--- src/rtl/bp_update_scheduler.sv ---
// bp_update_scheduler: sequences update writes and flush invalidations
// onto the branch predictor's single table port, yielding to fetch.
module bp_update_scheduler #(
   parameter int DEPTH        = 4,
   parameter int NUM_ENTRIES  = 8,
   parameter int STARVE_LIMIT = 8,
   localparam int IW = (NUM_ENTRIES > 1) ? $clog2(NUM_ENTRIES) : 1
) (
   input  logic          clk,
   input  logic          reset,
   input  logic          upd_valid,
   input  logic [15:0]   upd_pc,
   input  logic [15:0]   upd_target,
   input  logic          upd_taken,
   output logic          upd_ready,
   input  logic          flush_req,
   output logic          flush_busy,
   input  logic          lookup_active,
   output logic          stall_fetch,
   output logic          wr_en,
   output logic [15:0]   wr_pc,
   output logic [15:0]   wr_target,
   output logic          wr_taken,
   output logic          inv_en,
   output logic [IW-1:0] inv_ix
);

   localparam int PW = (DEPTH > 1) ? $clog2(DEPTH) : 1;
   localparam int CW = PW + 1;
   localparam int SW = $clog2(STARVE_LIMIT + 1);

   typedef enum logic {
      RUN   = 1'b0,
      FLUSH = 1'b1
   } state_e;

   state_e          state_q, state_d;
   logic [PW-1:0]   rd_ptr_q, rd_ptr_d;
   logic [PW-1:0]   wr_ptr_q, wr_ptr_d;
   logic [CW-1:0]   count_q, count_d;
   logic [IW-1:0]   inv_ix_q, inv_ix_d;
   logic [SW-1:0]   starve_q, starve_d;

   logic [15:0]     pc_mem  [DEPTH];
   logic [15:0]     tgt_mem [DEPTH];
   logic            tk_mem  [DEPTH];

   logic            full;
   logic            empty;
   logic            pending;
   logic            grant;
   logic            push;
   logic            pop;
   logic            clear;
   logic            last_ix;

   assign full    = (count_q == CW'(DEPTH));
   assign empty   = (count_q == '0);
   assign pending = ((state_q == RUN) && !empty) || (state_q == FLUSH);
   assign last_ix = (inv_ix_q == IW'(NUM_ENTRIES - 1));

   // Fetch is held off only once updates have been blocked long enough.
   assign stall_fetch = pending && (starve_q == SW'(STARVE_LIMIT));
   assign grant       = !lookup_active || stall_fetch;

   assign push   = upd_valid && upd_ready;
   assign pop    = wr_en;
   assign inv_ix = inv_ix_q;

   // Head fields are driven only while a write is actually issued.
   assign wr_pc     = wr_en ? pc_mem[rd_ptr_q]  : 16'h0000;
   assign wr_target = wr_en ? tgt_mem[rd_ptr_q] : 16'h0000;
   assign wr_taken  = wr_en ? tk_mem[rd_ptr_q]  : 1'b0;

   // Next-state and port arbitration for the RUN/FLUSH controller.
   always_comb begin
      state_d    = state_q;
      inv_ix_d   = inv_ix_q;
      upd_ready  = 1'b0;
      flush_busy = 1'b0;
      wr_en      = 1'b0;
      inv_en     = 1'b0;
      clear      = 1'b0;
      unique case (state_q)
         RUN: begin
            upd_ready = !full && !flush_req && !reset;
            if (flush_req) begin
               state_d  = FLUSH;
               inv_ix_d = '0;
               clear    = 1'b1;
            end else begin
               wr_en = !empty && grant;
            end
         end
         FLUSH: begin
            flush_busy = 1'b1;
            inv_en     = grant;
            if (inv_en) begin
               if (last_ix) begin
                  state_d  = RUN;
                  inv_ix_d = '0;
               end else begin
                  inv_ix_d = inv_ix_q + IW'(1);
               end
            end
         end
         default: state_d = RUN;
      endcase
   end

   // FIFO pointer and occupancy bookkeeping; a flush drops stale entries.
   always_comb begin
      rd_ptr_d = rd_ptr_q;
      wr_ptr_d = wr_ptr_q;
      count_d  = count_q;
      if (clear) begin
         rd_ptr_d = '0;
         wr_ptr_d = '0;
         count_d  = '0;
      end else begin
         if (push) wr_ptr_d = wr_ptr_q + PW'(1);
         if (pop)  rd_ptr_d = rd_ptr_q + PW'(1);
         if (push && !pop)      count_d = count_q + CW'(1);
         else if (!push && pop) count_d = count_q - CW'(1);
      end
   end

   // Count consecutive cycles pending work loses the port to fetch.
   always_comb begin
      starve_d = starve_q;
      if (wr_en || inv_en || !pending) begin
         starve_d = '0;
      end else if (lookup_active && !stall_fetch) begin
         if (starve_q != SW'(STARVE_LIMIT)) starve_d = starve_q + SW'(1);
      end
   end

   // Control state registers.
   always_ff @(posedge clk or posedge reset) begin
      if (reset) begin
         state_q  <= RUN;
         rd_ptr_q <= '0;
         wr_ptr_q <= '0;
         count_q  <= '0;
         inv_ix_q <= '0;
         starve_q <= '0;
      end else begin
         state_q  <= state_d;
         rd_ptr_q <= rd_ptr_d;
         wr_ptr_q <= wr_ptr_d;
         count_q  <= count_d;
         inv_ix_q <= inv_ix_d;
         starve_q <= starve_d;
      end
   end

   // Update payload storage; validity is tracked by the pointers.
   always_ff @(posedge clk) begin
      if (push) begin
         pc_mem[wr_ptr_q]  <= upd_pc;
         tgt_mem[wr_ptr_q] <= upd_target;
         tk_mem[wr_ptr_q]  <= upd_taken;
      end
   end

endmodule

--- config.mk ---
export PLATFORM = sky130hd
export DESIGN_NAME = bp_update_scheduler
export DESIGN_NICKNAME = d
export VERILOG_FILES = /design/src/rtl/bp_update_scheduler.sv
export SDC_FILE = /design/constraint.sdc
export NUM_CORES = 1
export LEC_CHECK = 0
export CAP_MARGIN = 20
export CORE_ASPECT_RATIO = 1.75
export CORE_MARGIN = 5
export CORE_UTILIZATION = 55
export CTS_BUF_LIST = sky130_fd_sc_hd__clkbuf_8 sky130_fd_sc_hd__clkbuf_16
export DETAILED_ROUTE_END_ITERATION = 12
export PLACE_DENSITY = 0.87
export SLEW_MARGIN = 20
export SYNTH_ARGS = -nofsm -noshare
export SYNTH_HDL_FRONTEND = slang
export SYNTH_SLANG_ARGS = --single-unit
--- constraint.sdc ---
create_clock -name clk -period 3.2 [get_ports clk]
set_input_delay 0.96 -clock clk [delete_from_list [all_inputs] [get_ports clk]]
set_output_delay 0.96 -clock clk [all_outputs]
set_load 0.02 [all_outputs]
==> out/metrics.yaml <==
finish:
  syn_to_final_growth_pct: 30.5
  final_core_util_pct: 72.4
  num-fill-cells: 647
  multi_input_area_um2: 1540
  nNetsFinal: 467
  seq_area_um2: 4340
  antenna_cells: 0
  drive_gt1_share_pct: 35.8
yosys:
  ys_ff_latch: 147
  synth_area_leaders: "edfxtp_1 (67%), mux4_2 (13%), dfrtp_1 (6.4%)"
  syn-instance-count: 306
  synth.most_common_cell: "edfxtp_1"
  synthTopCellsByCount: "edfxtp_1 (132), nor2b_1 (34), mux4_2 (33), dfrtp_1 (15), nand2_1 (11)"
  ys.flop_type: "edfxtp_1"
  synth_top_family_by_area: "multiplexers"
  synth_mux_area_share_pct: 13.6
  postSynthAreaPerCell_um2: 19.3
  yosys.area_share.simple_pct: 7.14
  async_flop_share_pct: 10.2
  ys_warn_count: 0
  synth.cell_area_um2: 5900
  synth_top_area_share_pct: 67.1
  yosysTopAreaCell: "edfxtp_1"
  synthXorXnorAreaFrac_pct: 0.869
  synth_edf_count: 132
  synthAdderAreaFrac_pct: 2.03
  synth_cell_types: 33
  ys_seq_area_share_pct: 73.5
  synth-compound-area-share_pct: 1.17
  synth.net_count: 353
clock_tree:
  cts_sinks: 147
  path_clk_slew_ps: 60
  cts_tree: "yes"
  cts-root-buf: "clkbuf_16"
  htreeDepth: 4
  clockBufferDepth: 2
  cts_made_buffers: 17
  insertion_delay_ps: 410
  cts.hold.buffers_added: 0
sta:
  relSlewSlack_pct: 76.4
  fin_setup_tns_ps: 0
  setup_viol_count_final: 0
  report.final.hold_viol_count: 0
  layout_worst_path_cycle_share_pct: 100
  slew_viol_final: 0
  finalCriticalPeriod_ps: 3200
  fmax_mhz: 313
  clock_skew_ps: 8.76
  tightest_slew_ps: 351
  rsz0062_at_grt: "true"
floorplanning:
  ios: 79
  rows: 50
  die_x_um: 88.3
  core_um2: 10600
  start_util_pct: 55.5
  die-area_um2: 13000
  chipHeight_um: 147
power:
  peakVddDrop_v: 0.000546
  powerDensity_nw_per_um2: 648
  p_leak_nw: 2.78
critical_path:
  path_cells: "buf_2 -> a2111o_2 -> clkbuf_16 -> buf_12 -> nor2b_2 -> buf_6"
  worstSetupEndpointType: "primary output"
  cpPeakStageDelay_ps: 530
  critPathMaxFanout: 7
  worst_ep_required_time_ps: 2240
  critPathLaunch: "lookup_active"
  crit_slowest_cell: "a2111o_2"
  r2r-start: "starve_q[0]"
  cp-start-kind: "input port"
  crit_type: "in -> out"
  cp.arrival_ps: 2240
routing:
  ant_nets: 0
  viasPerCell: 5.68
  vias: 3198
  drtIter0Drc: 206
  wire_per_inst_um: 21.6
  wirelength_um: 12100
  drcViolationCount: 0
  dr.pass1.iters: 4
placement:
  port_buffers: 78
  place.gp.congestion: 0.760
  dp_hpwl_um: 7190
worst_hold_path:
  hp-class: "reg -> reg"
  min-delay-start: "count_q[2]"
global_route:
  grt_max_degree: 34
  first_global_vias: 3522
  grt-ovfl-total: 0
  grt_antenna_before_repair: 0
  grt_use_total_pct: 20.3
  grt_first_pass_wirelength_um: 19000
flow_run:
  maxCapViolCount: 0
run_status:
  status: "finished clean"
## what timing repair did
item / CTS / global route
gates cloned: 1 / 0
pin swaps: 1 / 0
endpoints found under the setup margin: 36 / 29
hold endpoints to repair: 0 / 0
gates resized for setup: 162 / 18
setup buffers: 6 / 2
## stage by stage
step | total power [W] | worst slack, ps | cells | instance area [um^2] | hold slack [ps]
4_1_cts | 0.00501 | -28.3 | 561 | 7700 | 541
5_1_grt | 0.00521 | -34.9 | 563 | 7700 | 593
6_report | 0.00499 | 1.32 | 563 | 7700 | 550
3_3_place_gp | 0.00314 | -621 | 522 | 7030 | 509
3_5_place_dp | 0.00320 | -648 | 522 | 7030 | 533
2_1_floorplan | 0.00288 | 332 | 306 | 5900 | 483
## registers in the layout (all words and copies together) (netlist names)
register	flops
wr_ptr_q	2
count_q	3
inv_ix	3
starve_q	4
tgt_mem	64
pc_mem	64
rd_ptr_q	2
tk_mem	4
state_q	1
## report_power, final
group / switching (W) / leakage [nW] / internal [W] / total (W)
Sequential: 0.0000664 / 1.38 / 0.00216 / 0.00223
Clock: 0.000739 / 0.259 / 0.00106 / 0.00179
Combinational: 0.000437 / 1.15 / 0.000533 / 0.000970
## cell families after synthesis
family                   Yosys count
flip-flops                       147
AND/OR/NAND/NOR                   72
multiplexers                      39
buffers and inverters             23
AO/OA/AOI/OAI                     11
adder cells (fa/ha/maj)            9
XOR/XNOR                           5
## layer usage
metal | vias to the layer above | routed length [um] | global-route usage (%)
met5 | - | 0 | 0
met4 | 0 | 259 | 7.41
met3 | 16 | 616 | 5.27
met2 | 106 | 6790 | 34.8
met1 | 1653 | 4480 | 24.3
li1 | 1423 | - | -
## layout by cell type, fill, tap and decap left out, types with 2 or more instances in the layout
master	Yosys	layout
dfrtp_2	0	2
clkinv_1	0	2
dfrtp_1	15	13
and3_1	6	2
nor2b_4	0	6
buf_2	5	13
a21o_1	2	2
inv_2	0	2
nor2_1	9	9
clkdlybuf4s50_1	0	41
buf_12	0	9
mux2i_1	6	6
nor2b_1	34	23
nand2_1	11	11
buf_4	0	26
mux4_2	33	33
buf_6	1	8
and3_2	0	4
clkdlybuf4s15_2	0	8
ha_1	8	7
clkinv_4	0	3
xnor2_1	2	2
clkinv_2	0	5
clkbuf_16	0	18
edfxtp_1	132	132
clkinvlp_4	0	4
a21oi_1	3	3
nor2b_2	0	5
inv_1	9	7
xor2_1	2	2
nand3_1	3	3
o21ai_0	4	4
## worst max-delay path, delay by kind of cell
| kind | cells | cell delay (ps) |
|---|---|---|
| buffers and inverters | 4 | 580 |
| AND/OR/NAND/NOR | 1 | 160 |
| AO/OA/AOI/OAI | 1 | 530 |
## layout make-up
class / instances / share of cell area (%)
Tap cell: 130 / 2.11
Multi-Input combinational cell: 136 / 20.0
Sequential cell: 147 / 56.4
Inverter: 9 / 0.439
Clock buffer: 17 / 5.52
Timing Repair Buffer: 109 / 14.0
Clock inverter: 15 / 1.54
## final timing paths
kind / endpoint / slack [ps] / depth (start not counted)
max: wr_target[2] / 1 / 6
min: count_q[2] / 550 / 1
max reg2reg: count_q[2] / 640 / 13
min reg2reg: count_q[2] / 550 / 1
max in group asynchronous: rd_ptr_q[0] / 2070 / 3
min in group asynchronous: wr_ptr_q[1] / 930 / 3
No activity file was read; power rests on OpenSTA's default activity.
